**src/rtl/ieee754_pkg.sv**
```systemverilog
// ieee754_pkg
//   Shared definitions for the IEEE754 single-precision significand
//   multiplier: controller state encoding, field widths, exponent bias,
//   bit positions inside the {nan, inf, zero} flags vector and the
//   operand classification record produced by ieee754_unpack.
package ieee754_pkg;

  typedef enum logic [1:0] {
    IDLE = 2'd0,
    BUSY = 2'd1,
    DONE = 2'd2
  } state_e;

  localparam int EXP_BIAS = 127;
  localparam int FRAC_W   = 23;
  localparam int EXP_W    = 8;
  localparam int SIG_W    = 24;
  localparam int PROD_W   = 48;
  localparam int ESUM_W   = 10;
  localparam int CNT_W    = 5;

  localparam int FLAGS_W   = 3;
  localparam int FLAG_NAN  = 2;
  localparam int FLAG_INF  = 1;
  localparam int FLAG_ZERO = 0;

  typedef struct packed {
    logic zero;
    logic denorm;
    logic inf;
    logic nan;
  } op_class_t;

endpackage

```
**src/rtl/ieee754_unpack.sv**
```systemverilog
// ieee754_unpack
//   Splits one single-precision operand into its fields and classifies it.
//   Ports:
//     op      in  32  IEEE754 single-precision value
//     sign    out 1   sign bit
//     exp_raw out 8   biased exponent field as stored
//     sig     out 24  significand with the hidden bit made explicit
//                     (hidden bit is 0 for zero/denormal encodings)
//     cls     out 4   class bits {zero, denorm, inf, nan}
import ieee754_pkg::*;

module ieee754_unpack (
  input  logic [31:0]      op,
  output logic             sign,
  output logic [EXP_W-1:0] exp_raw,
  output logic [SIG_W-1:0] sig,
  output op_class_t        cls
);

  logic [FRAC_W-1:0] frac;
  logic              exp_nz;
  logic              exp_max;
  logic              frac_nz;

  always_comb begin
    sign    = op[31];
    exp_raw = op[30:23];
    frac    = op[22:0];
    exp_nz  = |exp_raw;
    exp_max = &exp_raw;
    frac_nz = |frac;

    sig = {exp_nz, frac};

    cls.zero   = !exp_nz && !frac_nz;
    cls.denorm = !exp_nz &&  frac_nz;
    cls.inf    =  exp_max && !frac_nz;
    cls.nan    =  exp_max &&  frac_nz;
  end

endmodule

```
**src/rtl/ieee754_mant_mul.sv**
```systemverilog
// ieee754_mant_mul
//   Iterative shift-and-add multiplier for the significands of two IEEE754
//   single-precision operands. Produces the raw 48-bit significand product
//   plus the biased exponent sum and result sign for a downstream
//   normalizer. BITS_PER_CYCLE multiplier bits are retired per BUSY cycle
//   (legal: 1, 2, 3, 4, 6, 8, 12, 24); a result appears 24/BITS_PER_CYCLE+1
//   edges after the accepting edge.
//
//   Optional feature: define IEEE754_MUL_SPECIAL_EN to classify NaN/inf/zero
//   operands at accept time; a flagged operation bypasses the iterations and
//   reports product=0 two edges after accept. Without the macro, flags is
//   tied to 0 and every operand pair takes the full iterative path.
//
//   Ports:
//     clk        in  1   rising-edge clock
//     reset      in  1   asynchronous active-high reset
//     in_valid   in  1   operands a/b present
//     in_ready   out 1   high only in IDLE
//     a, b       in  32  IEEE754 single-precision operands
//     out_valid  out 1   high only in DONE
//     out_ready  in  1   consumer takes the result
//     product    out 48  raw significand product
//     exp_sum    out 10  two's-complement ea+eb-127 (denormals use exponent 1)
//     sign       out 1   a[31] ^ b[31]
//     flags      out 3   {nan, inf, zero}
import ieee754_pkg::*;

module ieee754_mant_mul #(
  parameter int BITS_PER_CYCLE = 2
) (
  input  logic                clk,
  input  logic                reset,
  input  logic                in_valid,
  output logic                in_ready,
  input  logic [31:0]         a,
  input  logic [31:0]         b,
  output logic                out_valid,
  input  logic                out_ready,
  output logic [PROD_W-1:0]   product,
  output logic [ESUM_W-1:0]   exp_sum,
  output logic                sign,
  output logic [FLAGS_W-1:0]  flags
);

  localparam int ITER = SIG_W / BITS_PER_CYCLE;

`ifdef IEEE754_MUL_SPECIAL_EN
  localparam bit SPECIAL_EN = 1'b1;
`else
  localparam bit SPECIAL_EN = 1'b0;
`endif

  state_e              state_q, state_d;
  logic [CNT_W-1:0]    count_q, count_d;
  logic [SIG_W-1:0]    ma_q, ma_d;
  logic [SIG_W-1:0]    mb_q, mb_d;
  logic [PROD_W-1:0]   acc_q, acc_d;
  logic [ESUM_W-1:0]   exp_q, exp_d;
  logic                sign_q, sign_d;
  logic [FLAGS_W-1:0]  flags_q, flags_d;

  // Operand unpacking
  logic             a_sign, b_sign;
  logic [EXP_W-1:0] a_exp_raw, b_exp_raw;
  logic [SIG_W-1:0] a_sig, b_sig;
  op_class_t        a_cls, b_cls;

  ieee754_unpack u_unpack_a (
    .op      (a),
    .sign    (a_sign),
    .exp_raw (a_exp_raw),
    .sig     (a_sig),
    .cls     (a_cls)
  );

  ieee754_unpack u_unpack_b (
    .op      (b),
    .sign    (b_sign),
    .exp_raw (b_exp_raw),
    .sig     (b_sig),
    .cls     (b_cls)
  );

  logic [EXP_W-1:0]   a_exp_eff, b_exp_eff;
  logic [ESUM_W-1:0]  exp_in;
  logic [FLAGS_W-1:0] flags_in;
  logic [PROD_W-1:0]  partial;
  logic [PROD_W-1:0]  addend;
  logic [5:0]         shamt;

  // Accept-time operand decode: effective exponents, exponent sum, classes
  always_comb begin
    // Zero and denormal encodings both sit at the minimum exponent of 1.
    a_exp_eff = (a_cls.zero || a_cls.denorm) ? EXP_W'(1) : a_exp_raw;
    b_exp_eff = (b_cls.zero || b_cls.denorm) ? EXP_W'(1) : b_exp_raw;
    exp_in    = ESUM_W'(a_exp_eff) + ESUM_W'(b_exp_eff) - ESUM_W'(EXP_BIAS);

    flags_in = '0;
    flags_in[FLAG_NAN]  = a_cls.nan || b_cls.nan ||
                          (a_cls.inf && b_cls.zero) || (b_cls.inf && a_cls.zero);
    flags_in[FLAG_INF]  = (a_cls.inf || b_cls.inf) && !flags_in[FLAG_NAN];
    flags_in[FLAG_ZERO] = (a_cls.zero || b_cls.zero) && !flags_in[FLAG_NAN];
    if (!SPECIAL_EN) begin
      flags_in = '0;
    end
  end

  // Iteration datapath: one radix-2^BITS_PER_CYCLE partial product per cycle
  always_comb begin
    partial = PROD_W'(ma_q) * PROD_W'(mb_q[BITS_PER_CYCLE-1:0]);
    shamt   = 6'(int'(count_q) * BITS_PER_CYCLE);
    addend  = partial << shamt;
  end

  // Controller next-state and register updates
  always_comb begin
    state_d = state_q;
    count_d = count_q;
    ma_d    = ma_q;
    mb_d    = mb_q;
    acc_d   = acc_q;
    exp_d   = exp_q;
    sign_d  = sign_q;
    flags_d = flags_q;

    unique case (state_q)
      IDLE: begin
        if (in_valid) begin
          state_d = BUSY;
          count_d = '0;
          ma_d    = a_sig;
          mb_d    = b_sig;
          acc_d   = '0;
          exp_d   = exp_in;
          sign_d  = a_sign ^ b_sign;
          flags_d = flags_in;
        end
      end
      BUSY: begin
        if (|flags_q) begin
          // Special operand: result is fully described by the flags.
          state_d = DONE;
          acc_d   = '0;
        end else begin
          acc_d   = acc_q + addend;
          mb_d    = mb_q >> BITS_PER_CYCLE;
          count_d = count_q + CNT_W'(1);
          if (count_q == CNT_W'(ITER - 1)) begin
            state_d = DONE;
          end
        end
      end
      DONE: begin
        if (out_ready) begin
          state_d = IDLE;
        end
      end
      default: begin
        state_d = IDLE;
      end
    endcase
  end

  always_ff @(posedge clk or posedge reset) begin
    if (reset) begin
      state_q <= IDLE;
      count_q <= '0;
      ma_q    <= '0;
      mb_q    <= '0;
      acc_q   <= '0;
      exp_q   <= '0;
      sign_q  <= 1'b0;
      flags_q <= '0;
    end else begin
      state_q <= state_d;
      count_q <= count_d;
      ma_q    <= ma_d;
      mb_q    <= mb_d;
      acc_q   <= acc_d;
      exp_q   <= exp_d;
      sign_q  <= sign_d;
      flags_q <= flags_d;
    end
  end

  assign in_ready  = (state_q == IDLE);
  assign out_valid = (state_q == DONE);
  assign product   = acc_q;
  assign exp_sum   = exp_q;
  assign sign      = sign_q;
  assign flags     = flags_q;

endmodule

```
**config.mk**
```make
export PLATFORM = sky130hd
export DESIGN_NAME = ieee754_mant_mul
export DESIGN_NICKNAME = d
export VERILOG_FILES = /design/src/rtl/ieee754_pkg.sv /design/src/rtl/ieee754_unpack.sv /design/src/rtl/ieee754_mant_mul.sv
export SDC_FILE = /design/constraint.sdc
export NUM_CORES = 1
export LEC_CHECK = 0
export ABC_AREA = 0
export CELL_PAD_IN_SITES_DETAIL_PLACEMENT = 0
export CELL_PAD_IN_SITES_GLOBAL_PLACEMENT = 1
export CORE_MARGIN = 3
export CORE_UTILIZATION = 52
export DETAILED_ROUTE_END_ITERATION = 7
export DONT_BUFFER_PORTS = 1
export PLACE_DENSITY = 0.92
export SKIP_LAST_GASP = 1
export SYNTH_ARGS = -nofsm -noshare
export SYNTH_HDL_FRONTEND = slang
export SYNTH_SLANG_ARGS = --single-unit
```
**constraint.sdc**
```tcl
create_clock -name clk -period 18.2 [get_ports clk]
set_input_delay 3.64 -clock clk [delete_from_list [all_inputs] [get_ports clk]]
set_output_delay 3.64 -clock clk [all_outputs]
set_load 0.01 [all_outputs]
```
# After elaboration in Yosys (flattened, before gate mapping)
# Index checks and enable logic that the tools add are counted.
# word_totals
elab_cells	51
reg_bits	114
# classes
n_mux	12
shift	1
mul	1
addsub	4
n_bitwise	1
eq_ne	6
reduce_logical	19
# ops
op	n
$pmux W48 S2	1
$add A48 B48 Y48	1
$mux W48	1
$pmux W24 S2	1
$shl A26 B6 Y48	1
$reduce_or A23 Y1	2
$mul A24 B2 Y26	1
$mux W24	1
$mux W8	2
$reduce_or A8 Y1	2
$pmux W5 S2	1
$sub A9 B7 Y10 const B	1
$add A8 B8 Y9	1
$mux W2	3
$pmux W2 S3	1
$add A5 B1 Y5 const B	1
$eq A5 B4 Y1 const B	1
$mux W5	1
$logic_and A1 B1 Y1	4
$logic_not A1 Y1	4
$ne A2 B2 Y1 const B	2
$reduce_and A2 Y1	2
$reduce_and A3 Y1	1
$eq A2 B1 Y1 const B	1
other kinds (6)	7

# Depth between registers and ports, before layout
# depth
depth_word	7
depth_mapped	29
ltp_nobuf	27

# Hierarchy
# From an unflattened synthesis, not the netlist that was laid out.
# unflattened
hier_cells	1452
area_unflattened_um2	11070.6
# modules_own_cells
mod	instances	cells_each	area_each_um2	seq_area_each_um2
ieee754_mant_mul	1	1346	10302.4	2852.7
ieee754_unpack	2	53	384.1	0.0

# Worst setup path after synthesis
# Ideal clock, no wire load.
# synth_timing
kind	reg-to-reg
from	register mb_q[0]
to	register acc_q[44] (netlist: product[44])
setup_time_ns	0.122
t_arrival_ns	5.606
path_stages_with_launch	27
period_less_slack_ns	5.727
slack_ns	12.473
required_ns	18.078
cell_sequence	dfrtp_1 > clkbuf_1 > clkbuf_1 > nand2_1 > fa_1 > nand2b_2 > a21oi_4 > o211ai_4 > a311oi_2 > a21oi_2 > xnor2_1 > a21oi_1 > mux2_2 > mux2i_1 > nor2_1 > a211oi_1 > ha_1 > nand2_1 > nor2_1 > a221o_1 > a221oi_1 > a21oi_1 > a211oi_2 > o21ai_1 > a21o_1 > a211o_1 > a32o_1
# synth_via
elab_chain_cells	4
# synth_lines
element	line	text
start: declaration	ieee754_mant_mul.sv:56	logic [SIG_W-1:0] mb_q, mb_d;
start signal: assignment	ieee754_mant_mul.sv:178	mb_q <= mb_d;
$mul A24 B2 Y26	ieee754_mant_mul.sv:110	partial = PROD_W'(ma_q) * PROD_W'(mb_q[BITS_PER_CYCLE-1:0]);
$shl A26 B6 Y48	ieee754_mant_mul.sv:112	addend = partial << shamt;
$add A48 B48 Y48	ieee754_mant_mul.sv:145	acc_d = acc_q + addend;
$pmux W48 S2	ieee754_mant_mul.sv:126	unique case (state_q)
end signal: assignment	ieee754_mant_mul.sv:170	acc_q <= '0;
end signal: assignment	ieee754_mant_mul.sv:179	acc_q <= acc_d;
end: declaration	ieee754_mant_mul.sv:57	logic [PROD_W-1:0] acc_q, acc_d;
# Every way passes these cells.
# A chain may end at the register's enable or synchronous reset.

# Worst setup path in the final report
# Ends and elaborated chain as after synthesis.

==> impl_metrics.ini <==
[setup_path]
cp.required_ns = 18.52
r2r-end = product[44]
r2r_start = mb_q[0]
crit_arrival_ns = 7.17
endpoint = product[44]
path_depth = 26
worstSetupPathType = flop to flop
path_buf_inv = 1
critPathTopFamily = compound AO/OA/AOI/OAI gates
critPathLaunchType = flop
crit_path_start = mb_q[0]
r2r_slack_ns = 11.35
cpPeakStageDelay_ns = 0.79
path_max_fanout = 28
crit_path_end_kind = flop
cp_slowest_cell = dfrtp_1
rr_worst_depth = 26

[floorplan]
die_w_um = 149
io_pins = 132
die_area_um2 = 22100
core_area_um2 = 19700
fp-row-count = 51
start_util = 0.537
die_h_um = 149

[synth]
synth-main-ff-cell = dfrtp_1
synth-seq-cells = 114
synthCells = 1352
yosys-top-cells-count = nand2_1 (225), dfrtp_1 (114), nor2_1 (109)
syn_area_um2 = 10600
synthMostInstantiatedCell = nand2_1
synth.avg_cell_area_um2 = 7.83
synth_top_area_frac = 0.269
yosysWarnings = 0
synthTopCellsByArea = dfrtp_1 (27%), ha_1 (10%), nand2_1 (8.0%)
synth_top_cell_by_area = dfrtp_1
synth_edf_count = 0
async_flop_share = 1.00
ys_seq_area_frac = 0.269
ys_types = 90

[worst_hold_path]
min_path_cells = 2
hold_path.class = flop to flop

[placed_design]
port_buffers = 0
dp_cells = 1538
dp_hpwl_um = 21200
gp_congestion = 0.978
pre_cts_ws_ns = 11.50
place_area_um2 = 10600

[drt]
vias_per_cell = 6.09
wire_per_inst_um = 18.3
postRouteAntennaNets = 0
wirelength_um = 28700
dr.pass1.iters = 6
route.detailed.drc = 0
via_count = 9556
drt_iter0_markers = 810

[global_routing]
grt_pass1_wl_um = 46700
grt_util_all_layers = 0.260
antenna_found_initial = 0
grt_pass1_vias = 8995
grt_max_degree = 118
gr-total-overflow = 0

[sta]
rsz0062_at_grt = false
period_minus_slack_ns = 6.85
max_clock_freq_mhz = 146
tightestPinTransition_ns = 1.12
fin_skew_ns = 0.0111
fin_crit_sh = 0.377
setup_viol = 0
fin_ws_ns = 11.35
setup_tns_ns = 0
slew_viol_final = 0
slew_headroom = 0.256
hold_viol_final = 0

[clock_network]
clockBufferDepth = 2
cts_resized = 0
cts_setup_buffers = 0
h-tree-depth = 4
cts_buffers = 17
tritoncts = done
clock_sinks = 114
worstSkewPairLatency_ns = 0.43
cts-root-buf = clkbuf_16
path_clk_slew_ns = 0.06
hold_buffers = 0

[cells_and_area]
design_area_um2 = 11200
nets = 1450
stdcell_count = 1570
area_delta_synth_final_pct = 5.79
layout-drive-gt1-share = 0.0743
antenna_cells = 0
num-fill-cells = 1810

[run]
cap_violations = 0

[run_status]
status = complete, no violations
[worst reg2reg max path, cell delays in order (launching register included)]
cell and delay, ns:
dfrtp_1 0.79, and2_1 0.23, ha_1 0.16, inv_1 0.06, fa_1 0.40, nand2b_2 0.23
a21oi_4 0.20, o211ai_4 0.12, a31oi_1 0.29, nor2_2 0.09, o41ai_1 0.47, a21oi_1 0.15
mux2_2 0.32, mux2i_1 0.19, nor2_1 0.06, a211oi_1 0.25, ha_1 0.34, nand2_1 0.16
nor2_1 0.05, a221o_1 0.35, a221oi_1 0.42, a21oi_1 0.25, a211oi_2 0.29, o21ai_1 0.19
a21o_1 0.21, a211o_1 0.28, a32o_1 0.24
[flip-flops by register name (all words and copies together), names as in the netlist]
signal	flops
sign	1
count_q	5
product	48
mb_q	24
exp_sum	10
ma_q	24
state_q	2
[worst min-delay path by stage]
stage / startpoint / endpoint / slack [ns]
global route: ma_q[14] / ma_q[14] / 0.51
global placement: ma_q[21] / ma_q[21] / 0.47
floorplan: ma_q[10] / ma_q[10] / 0.45
finish: ma_q[17] / ma_q[17] / 0.49
detailed placement: ma_q[14] / ma_q[14] / 0.47
CTS: ma_q[14] / ma_q[14] / 0.49
[logic make-up (layout without fill, tap and decap cells)]
| family | count (synthesis) | count (layout) | synth area share |
|---|---|---|---|
| buf+inv | 120 | 71 | 0.0487 |
| fa+ha+maj | 90 | 90 | 0.108 |
| simple gates | 525 | 525 | 0.228 |
| xor+xnor | 71 | 71 | 0.0587 |
| other cells | 1 | 3 | 0.000354 |
| mux | 34 | 34 | 0.0384 |
| flops | 114 | 114 | 0.269 |
| compound gates | 397 | 397 | 0.248 |
[layout by cell type (no fill, tap or decap), drive strengths merged, types with 5 or more instances in the layout]
cell / instances
a211oi: 8
buf: 8
a31oi: 47
dfrtp: 114
nand2: 225
clkbuf: 17
or2: 7
o22ai: 12
nor4: 6
a21oi: 85
nor2: 111
nor2b: 12
xor2: 28
a22o: 6
inv: 36
and3: 11
a31o: 5
mux2: 10
ha: 87
mux2i: 20
o21bai: 10
and2: 51
a21o: 56
clkinv: 6
o21a: 10
o21ai: 104
o211ai: 10
nand2b: 16
xnor2: 43
nand4: 10
nand3: 46
nor3: 11
[layout make-up]
cell class,count,area (um2),area share
Multi-Input combinational cell,1120,7240,0.647
Sequential cell,114,2850,0.255
Clock buffer,17,425,0.0380
Tap cell,265,332,0.0296
Clock inverter,15,171,0.0153
Inverter,31,119,0.0106
Timing Repair Buffer,8,60.1,0.00536
[per-layer routing]
metal / vias up / global-route usage / wire [um]
met5: - / 0 / 0
met3: 43 / 0.0798 / 2600
li1: 4690 / - / -
met2: 359 / 0.392 / 12800
met1: 4464 / 0.363 / 12900
met4: 0 / 0.0744 / 459
[stage by stage]
step	utilization	hold slack, ns
final	0.568	0.490
after global routing	0.568	0.509
after CTS	0.568	0.490
after detailed placement	0.538	0.474
after global placement	0.538	0.474
after floorplan	-	0.452
Power is not shown: default switching activity piles up to over one toggle a cycle in this logic, so the estimate is an artifact.
